[src/rtl/fifo_rd_stream_pkg.sv]
// Shared types and sizing for the FIFO read-side stream adapter.
package fifo_rd_stream_pkg;

    localparam int unsigned BUF_DEPTH = 3;
    localparam int unsigned PTR_W     = 2;
    localparam int unsigned CNT_W     = 2;
    localparam int unsigned CREDIT_W  = 3;

    typedef logic [PTR_W-1:0]    ptr_t;
    typedef logic [CNT_W-1:0]    cnt_t;
    typedef logic [CREDIT_W-1:0] credit_t;

    // Advance a buffer pointer, wrapping at BUF_DEPTH (2 -> 0).
    function automatic ptr_t ptr_inc(input ptr_t p);
        return (p == ptr_t'(BUF_DEPTH - 1)) ? '0 : ptr_t'(p + ptr_t'(1));
    endfunction

endpackage

[src/rtl/fifo_rd_stream_buf.sv]
// Three-entry skid buffer with modulo-3 pointers and registered head/valid/level.
module fifo_rd_stream_buf
    import fifo_rd_stream_pkg::*;
#(
    parameter int unsigned DATA_WIDTH = 32
) (
    input  logic                  clk,
    input  logic                  rst_n,
    input  logic                  push,
    input  logic [DATA_WIDTH-1:0] push_data,
    input  logic                  pop,
    input  logic                  clear,
    output logic [DATA_WIDTH-1:0] head_data,
    output logic                  valid,
    output cnt_t                  level
);

    logic [DATA_WIDTH-1:0] mem_q [BUF_DEPTH];
    logic [DATA_WIDTH-1:0] mem_n [BUF_DEPTH];
    ptr_t                  head_q, head_n;
    ptr_t                  tail_q, tail_n;
    cnt_t                  stored_q, stored_n;
    logic [DATA_WIDTH-1:0] head_data_q;
    logic                  valid_q;

    // Next buffer state: clear wins over push/pop; push+pop keeps the count.
    always_comb begin
        mem_n    = mem_q;
        head_n   = head_q;
        tail_n   = tail_q;
        stored_n = stored_q;
        if (clear) begin
            head_n   = '0;
            tail_n   = '0;
            stored_n = '0;
        end else begin
            if (push) begin
                mem_n[tail_q] = push_data;
                tail_n        = ptr_inc(tail_q);
            end
            if (pop) begin
                head_n = ptr_inc(head_q);
            end
            case ({push, pop})
                2'b10:   stored_n = cnt_t'(stored_q + cnt_t'(1));
                2'b01:   stored_n = cnt_t'(stored_q - cnt_t'(1));
                default: stored_n = stored_q;
            endcase
        end
    end

    // State registers; head word and valid are registered from next state.
    always_ff @(posedge clk or negedge rst_n) begin
        if (!rst_n) begin
            for (int unsigned i = 0; i < BUF_DEPTH; i++) begin
                mem_q[i] <= '0;
            end
            head_q      <= '0;
            tail_q      <= '0;
            stored_q    <= '0;
            head_data_q <= '0;
            valid_q     <= 1'b0;
        end else begin
            mem_q       <= mem_n;
            head_q      <= head_n;
            tail_q      <= tail_n;
            stored_q    <= stored_n;
            head_data_q <= mem_n[head_n];
            valid_q     <= (stored_n != '0);
        end
    end

    assign head_data = head_data_q;
    assign valid     = valid_q;
    assign level     = stored_q;

endmodule

[src/rtl/fifo_rd_stream.sv]
// Read-side adapter: turns a registered-read synchronous FIFO into a
// valid/ready stream through a credit-controlled 3-entry skid buffer.
// Optional macro FIFO_RD_STREAM_CHECK_EN compiles in simulation checkers.
module fifo_rd_stream
    import fifo_rd_stream_pkg::*;
#(
    parameter int unsigned DATA_WIDTH = 32
) (
    input  logic                  clk,
    input  logic                  rst_n,
    input  logic                  fifo_empty_i,
    output logic                  fifo_rden_o,
    input  logic [DATA_WIDTH-1:0] fifo_rdata_i,
    input  logic                  flush_i,
    output logic                  out_valid_o,
    input  logic                  out_ready_i,
    output logic [DATA_WIDTH-1:0] out_data_o,
    output logic [1:0]            level_o
);

    logic    inflight_q;
    logic    discard_q;
    cnt_t    level;
    credit_t credit;
    logic    capture;
    logic    pop;

    // Credit counts held words plus the read whose data lands next cycle.
    assign credit      = credit_t'(level) + credit_t'(inflight_q);
    assign fifo_rden_o = rst_n & ~fifo_empty_i & ~flush_i
                       & (credit < credit_t'(BUF_DEPTH));

    // Read data is only sampled the cycle after a read; flush overrides both.
    assign capture = inflight_q & ~discard_q & ~flush_i;
    assign pop     = out_valid_o & out_ready_i & ~flush_i;

    // Track the outstanding read and drop a word landing just after a flush.
    always_ff @(posedge clk or negedge rst_n) begin
        if (!rst_n) begin
            inflight_q <= 1'b0;
            discard_q  <= 1'b0;
        end else begin
            inflight_q <= fifo_rden_o;
            discard_q  <= flush_i & inflight_q;
        end
    end

    fifo_rd_stream_buf #(
        .DATA_WIDTH (DATA_WIDTH)
    ) u_buf (
        .clk       (clk),
        .rst_n     (rst_n),
        .push      (capture),
        .push_data (fifo_rdata_i),
        .pop       (pop),
        .clear     (flush_i),
        .head_data (out_data_o),
        .valid     (out_valid_o),
        .level     (level)
    );

    assign level_o = level;

`ifdef FIFO_RD_STREAM_CHECK_EN
    logic                  stall_q;
    logic                  flush_q;
    logic [DATA_WIDTH-1:0] data_q;

    // Remember last cycle's stall/flush state for the handshake check.
    always_ff @(posedge clk or negedge rst_n) begin
        if (!rst_n) begin
            stall_q <= 1'b0;
            flush_q <= 1'b0;
            data_q  <= '0;
        end else begin
            stall_q <= out_valid_o & ~out_ready_i;
            flush_q <= flush_i;
            data_q  <= out_data_o;
        end
    end

    // Protocol checkers.
    always_ff @(posedge clk) begin
        if (rst_n) begin
            if (fifo_rden_o && fifo_empty_i)
                $error("fifo_rd_stream: read issued while FIFO empty");
            if (capture && (level == cnt_t'(BUF_DEPTH)))
                $error("fifo_rd_stream: capture into full buffer");
            if (stall_q && !flush_q && (!out_valid_o || (out_data_o != data_q)))
                $error("fifo_rd_stream: output changed while stalled");
        end
    end
`endif

endmodule

[config.mk]
export PLATFORM = sky130hd
export DESIGN_NAME = fifo_rd_stream
export DESIGN_NICKNAME = d
export VERILOG_FILES = /design/src/rtl/fifo_rd_stream_pkg.sv /design/src/rtl/fifo_rd_stream_buf.sv /design/src/rtl/fifo_rd_stream.sv
export SDC_FILE = /design/constraint.sdc
export NUM_CORES = 1
export LEC_CHECK = 0
export BUFFER_PORTS_ARGS = -buffer_cell sky130_fd_sc_hd__buf_2
export CORE_UTILIZATION = 60
export CTS_BUF_LIST = sky130_fd_sc_hd__clkbuf_8
export DETAILED_ROUTE_END_ITERATION = 8
export HOLD_SLACK_MARGIN = 0.15
export PLACE_DENSITY = 0.85
export SYNTH_ARGS = -nofsm -noshare
export SYNTH_HDL_FRONTEND = slang
export SYNTH_SLANG_ARGS = --single-unit
[constraint.sdc]
create_clock -name clk -period 2.2 [get_ports clk]
set_clock_uncertainty 0.1 [all_clocks]
set_input_delay 0.11 -clock clk [delete_from_list [all_inputs] [get_ports clk]]
set_output_delay 0.11 -clock clk [all_outputs]
set_load 0.03 [all_outputs]
# == Word level (Yosys, flattened, before mapping) ==
# Cells that the tools add are included.
# classes
n_addsub,5
n_lt_le_gt_ge,4
n_eq_ne,4
n_mux,16
bitwise_logic,13
n_reduce_logical,3
# op_table
operator,count
2-to-1 mux 96 bit,2
bitwise mux 96 bit,1
2-to-1 mux 32 bit,3
binary-select mux 32 bit (select 2 bit),1
demux 32 bit (select 2 bit),1
2-to-1 mux 2 bit,7
AND 1 bit,8
adder 2 x 1 -> 2 bit (second input constant),3
== test 2 bit (second input constant),3
greater-or-equal comparator 3 bit (second input constant),2
NOT 2 -> 3 bit,2
case mux 2 bit (2 select lines),1
nonzero test 2 bit,2
adder 2 x 1 -> 3 bit,1
less-than comparator 3 x 1 -> 1 bit (second input constant),1
less-than comparator 3 x 2 -> 1 bit (second input constant),1
NOT 1 bit,3
== test 2 x 1 -> 1 bit (second input constant),1
subtractor 2 x 1 -> 2 bit (second input constant),1
logical AND 1 bit,1
# totals
regBits,137
input_bits,37
word_cells,55

# == Longest topological paths before layout ==
# depth
ltp_word,11
ltp_mapped,8

# == By module ==
# From an unflattened synthesis, not the netlist that was laid out.
# unflattened
cells_unflattened,388
hier_area_um2,5904.4
# by_module_without_submodules
mod,instances,cells_per_inst,area_each_um2
fifo_rd_stream_buf,1,378,5791.8
fifo_rd_stream,1,10,112.6

# == Worst setup path after synthesis ==
# No wires, ideal clock.
# synth_timing
kind,reg-to-reg
start,register u_buf.stored_q[0] (netlist: u_buf.level[0])
end,register inflight_q
setup_ps,186
t_arrival_ps,2051
slack_ps,-136
path_stages_with_launch,5
n_path_buf,0
cell_sequence,dfrtp_1 -> ha_1 -> ha_1 -> or4b_2 -> a21oi_1
# synth_via
elab_chain_cells,3
# synth_rtl
item,line_no,text
from (decl),fifo_rd_stream_buf.sv:22,"cnt_t stored_q, stored_n;"
from (signal assigned),fifo_rd_stream_buf.sv:67,stored_q <= stored_n;
adder 2 x 1 -> 3 bit,fifo_rd_stream.sv:29,assign credit = credit_t'(level) + credit_t'(inflight_q);
less-than comparator 3 x 2 -> 1 bit,fifo_rd_stream.sv:31,& (credit < credit_t'(BUF_DEPTH));
AND 1 bit,fifo_rd_stream.sv:31,
via fifo_rden_o,fifo_rd_stream.sv:12,"output logic fifo_rden_o,"
to (signal assigned),fifo_rd_stream.sv:43,inflight_q <= fifo_rden_o;
to (decl),fifo_rd_stream.sv:21,logic inflight_q;
# The timed path passes the listed nets, and every way through them passes these cells.
# A chain may end at the register's enable or synchronous reset.

# == Worst setup path after layout ==
# layout_timing
start,register u_buf.stored_q[0] (netlist: u_buf.level[0])
end,output port fifo_rden_o
# layout_via
elab_chain_cells,3
# layout_rtl
item,line_no
adder 2 x 1 -> 3 bit,fifo_rd_stream.sv:29
less-than comparator 3 x 2 -> 1 bit,fifo_rd_stream.sv:31
AND 1 bit,fifo_rd_stream.sv:31
to (decl),fifo_rd_stream.sv:12
# Every way passes these cells.

==> out/results.txt <==
The run finished with clean final reports. Once the floorplan was initialized, standard cells occupied 63.1% of the core. After global routing the overflow that remains totals 0. Dividing the detail-routed wire length by the instance count gives 16.8 um.

Data on the critical path arrives at its endpoint at 1960 ps. The post-route antenna net violation count is 0. Setup violations remaining at the end of the flow were counted as 0. The post-route netlist has 25.7% of its cells at a drive strength greater than 1.

The maximum cell stage delay along the critical path works out to 520 ps. Total power for the finished layout comes to 6.32 mW. The number of nets in the synthesized netlist is 607. The post-layout utilization of the core is 76.2%. For the area enclosed by the die boundary, the log shows 10,900 um2.

Setup repair after global routing could not meet its margin everywhere. The run gives 13,700 um as the final wirelength. CTS root buffer: clkbuf_8.

The worst register-to-register path has a depth of 6. The mean number of vias per cell came out at 5.63. The largest net degree at the start of global routing is 93, and the power per cell area is 833 nW/um2.

The worst register-to-register path begins at inflight_q. Hold timing on the final database bottoms out at a slack of 372 ps. The finished cells cover 7590 um2. Traced cell by cell, the critical path runs through ha_2 > ha_4 > or4b_4 > a21oi_4 > buf_6. The worst setup path is launched from a flop. The number of unique standard cell types used by synthesis came out at 43. For the pin with the worst max-slew slack, the measured transition is 881 ps.

For the global-route usage over all layers, the log shows 27.0%. The tools report the terminus of the critical flop-to-flop path as u_buf.head_data[8]. The count of buffer and inverter cells on the critical path was 1.

For this run, the detailed router's first-pass iteration total came to 4. After legalization and detailed placement, the total HPWL measured 7730 um. The logs give 0.786 for the routability congestion estimate from global placement and 236 ps for the worst-case setup slack after placement. Synthesis warning total: 0. The critical path in this run is classified as flop to output port. The post-route fraction of the period consumed by the critical path is 98.7%. Initial antenna violation count: 0.

For the final number of max-transition violations, the log shows 0. The cell family with the largest share of critical-path delay is simple AND/OR/NAND/NOR gates. Maximum level of the CTS H-tree: 4.

Critical-path cell with the highest stage delay: or4b_4. In this run the number of cells on the critical path is 5. The worst-case vdd ir drop came out at 0.522 mV. Of the synthesized area, sequential elements account for 54.5%. The worst hold path belongs to the class input pin to asynchronous set/reset pin. Of all nets on the critical path, the largest fanout is 2. The setup check on the worst reg-to-reg path leaves a slack of 240 ps.

The region available for standard cell placement spans 9950 um2. The library cells used most frequently in the layout, excluding fill and tap cells, are 137 x dfrtp_1, 70 x buf_2, 63 x a21boi_0. The via count of the routed design was 4,583; the number of filler cells placed in the layout was 675.

The commonest non-fill, non-tap cell in the layout is dfrtp_1. The count of buffers inserted at the top-level ports works out to 72. The most critical setup path has its endpoint at fifo_rden_o. Beginning of the critical path: u_buf.level[0].

The number of placed instances, taps included, is 743. In this run the count of I/O pins placed on the die edge is 73. TritonCTS built the clock tree. Clock-pin slew was measured on the worst setup and hold paths at 70 ps.

After the first detailed-routing iteration, the DRC count stood at 275. At the worst endpoint, the required time is 1990 ps. Type of destination of the critical path: an output port. For this run, the leading register cell type out of synthesis is dfrtp_1. The area growth from synthesis to final layout works out to 20.7%. For the cell area after synthesis, the log shows 6290 um2.

Synthesis-stage register bit count: 137. The run gives 709 as the total number of nets in the final design. The number of remaining DRC errors was 0. The clock drives 137 sinks. The number of global-route vias before repair is 4,772, and the die extent in x is 104 um. In this run the tightest slew margin relative to its limit is 41.2%.

The latest clock arrival within the worst-skew pair was 420 ps. Based on the critical path, the design can be clocked at up to 460 MHz. Counting the buffers created by CTS gives 17. The synthesized design contains 0 enable-type register cells. The hold violation count in the final report is 0, and the synthesized netlist cell count is 567.

The first global-routing pass estimated 23,400 um of wire. For this design the static power due to leakage is 4.24 nW. The count of cells in the finished layout, fillers not included, comes to 814. The placement-stage cell area was 6770 um2. The synthesized area per cell was 11.1 um2; the maximum clock path buffer count was 2. Across the run, the number of max-cap violations was 0. The share of flip-flops with an asynchronous set or reset was 100%. The die extent in y came out at 104 um. 0 antenna diodes ended up in the layout. The minimum clock period is 2170 ps. The final sum of negative setup slack was 0 ps; the row count was 36. Setup slack closes at 27.8 ps.
## power breakdown
| part | leakage, nW | switching [mW] | internal, mW | total (mW) |
|---|---|---|---|---|
| clock network | 0.198 | 0.948 | 1.10 | 2.05 |
| logic | 2.23 | 0.767 | 0.511 | 1.28 |
| registers | 1.81 | 0.103 | 2.89 | 2.99 |
## area by class of cell
class / instances / area [um2] / share of cell area [%]
repair buffers: 124 / 916 / 12.1
clock buffers: 17 / 234 / 3.08
flip-flops and latches: 137 / 3430 / 45.2
well taps: 133 / 166 / 2.19
multi-input cells: 354 / 2550 / 33.6
clock inverters: 14 / 159 / 2.09
inverters: 35 / 131 / 1.73
## logic make-up after synthesis
group / share of synthesized area [%]
muxes: 5.57
xor gates and xnor gates: 0.279
and+or+nand+nor: 14.9
adders and majority gates: 0.597
buffers and inverters: 5.69
AOI/OAI and AO/OA: 18.5
DFF: 54.5
## cell usage after synthesis (all sizes together), types with 2 or more instances
| library cell | n | share of area, % |
|---|---|---|
| a21boi | 65 | 7.8 |
| a21oi | 2 | 0.16 |
| and3 | 64 | 6.6 |
| buf | 23 | 2.3 |
| clkbuf | 18 | 1.3 |
| dfrtp | 137 | 55 |
| ha | 3 | 0.60 |
| inv | 35 | 2.1 |
| mux2i | 35 | 5.6 |
| nor2 | 6 | 0.36 |
| nor2b | 2 | 0.20 |
| o211ai | 31 | 3.7 |
| o21ai | 65 | 5.2 |
| or2 | 63 | 6.3 |
## per-layer routing
layer,GRT usage [%],vias up,part of all wire [%]
li1,-,2182,-
met1,36.6,2294,46
met2,44.7,95,49
met3,5.01,12,3.8
met4,7.24,0,0.86
met5,0,-,0
## what timing repair did
| item | CTS | global route |
|---|---|---|
| gates resized for setup | 3 | 4 |
| hold buffers | 36 | 0 |
| endpoints found under the setup margin | 1 | 1 |
| buffers inserted | 3 | 1 |
| pin swaps | 0 | 1 |
| hold endpoints to repair | 274 | 0 |
## sequential cells by signal (all words and copies together), names as in the netlist
register / cells
u_buf.level: 2
discard_q: 1
u_buf.head_data: 32
u_buf.head_q: 2
u_buf.tail_q: 2
inflight_q: 1
u_buf.mem_q: 96
u_buf.valid: 1
## how the worst min path moves through the flow
stage,start,endpoint
floorplan,rst_n,discard_q
global placement,fifo_rdata_i[19],u_buf.mem_q[19]
detailed placement,rst_n,u_buf.mem_q[27]
CTS,fifo_rdata_i[13],u_buf.mem_q[13]
global route,fifo_rdata_i[26],u_buf.mem_q[26]
finish,rst_n,u_buf.mem_q[27]
## worst register-to-register path, stage by stage, from the launching register on
cell      delay [ps]
dfrtp_1          390
buf_4            140
nor3b_4          160
nand3b_1         120
buf_4            430
mux2i_1          340
o211ai_1         150
Note: power is estimated with default switching activity, not from simulation.
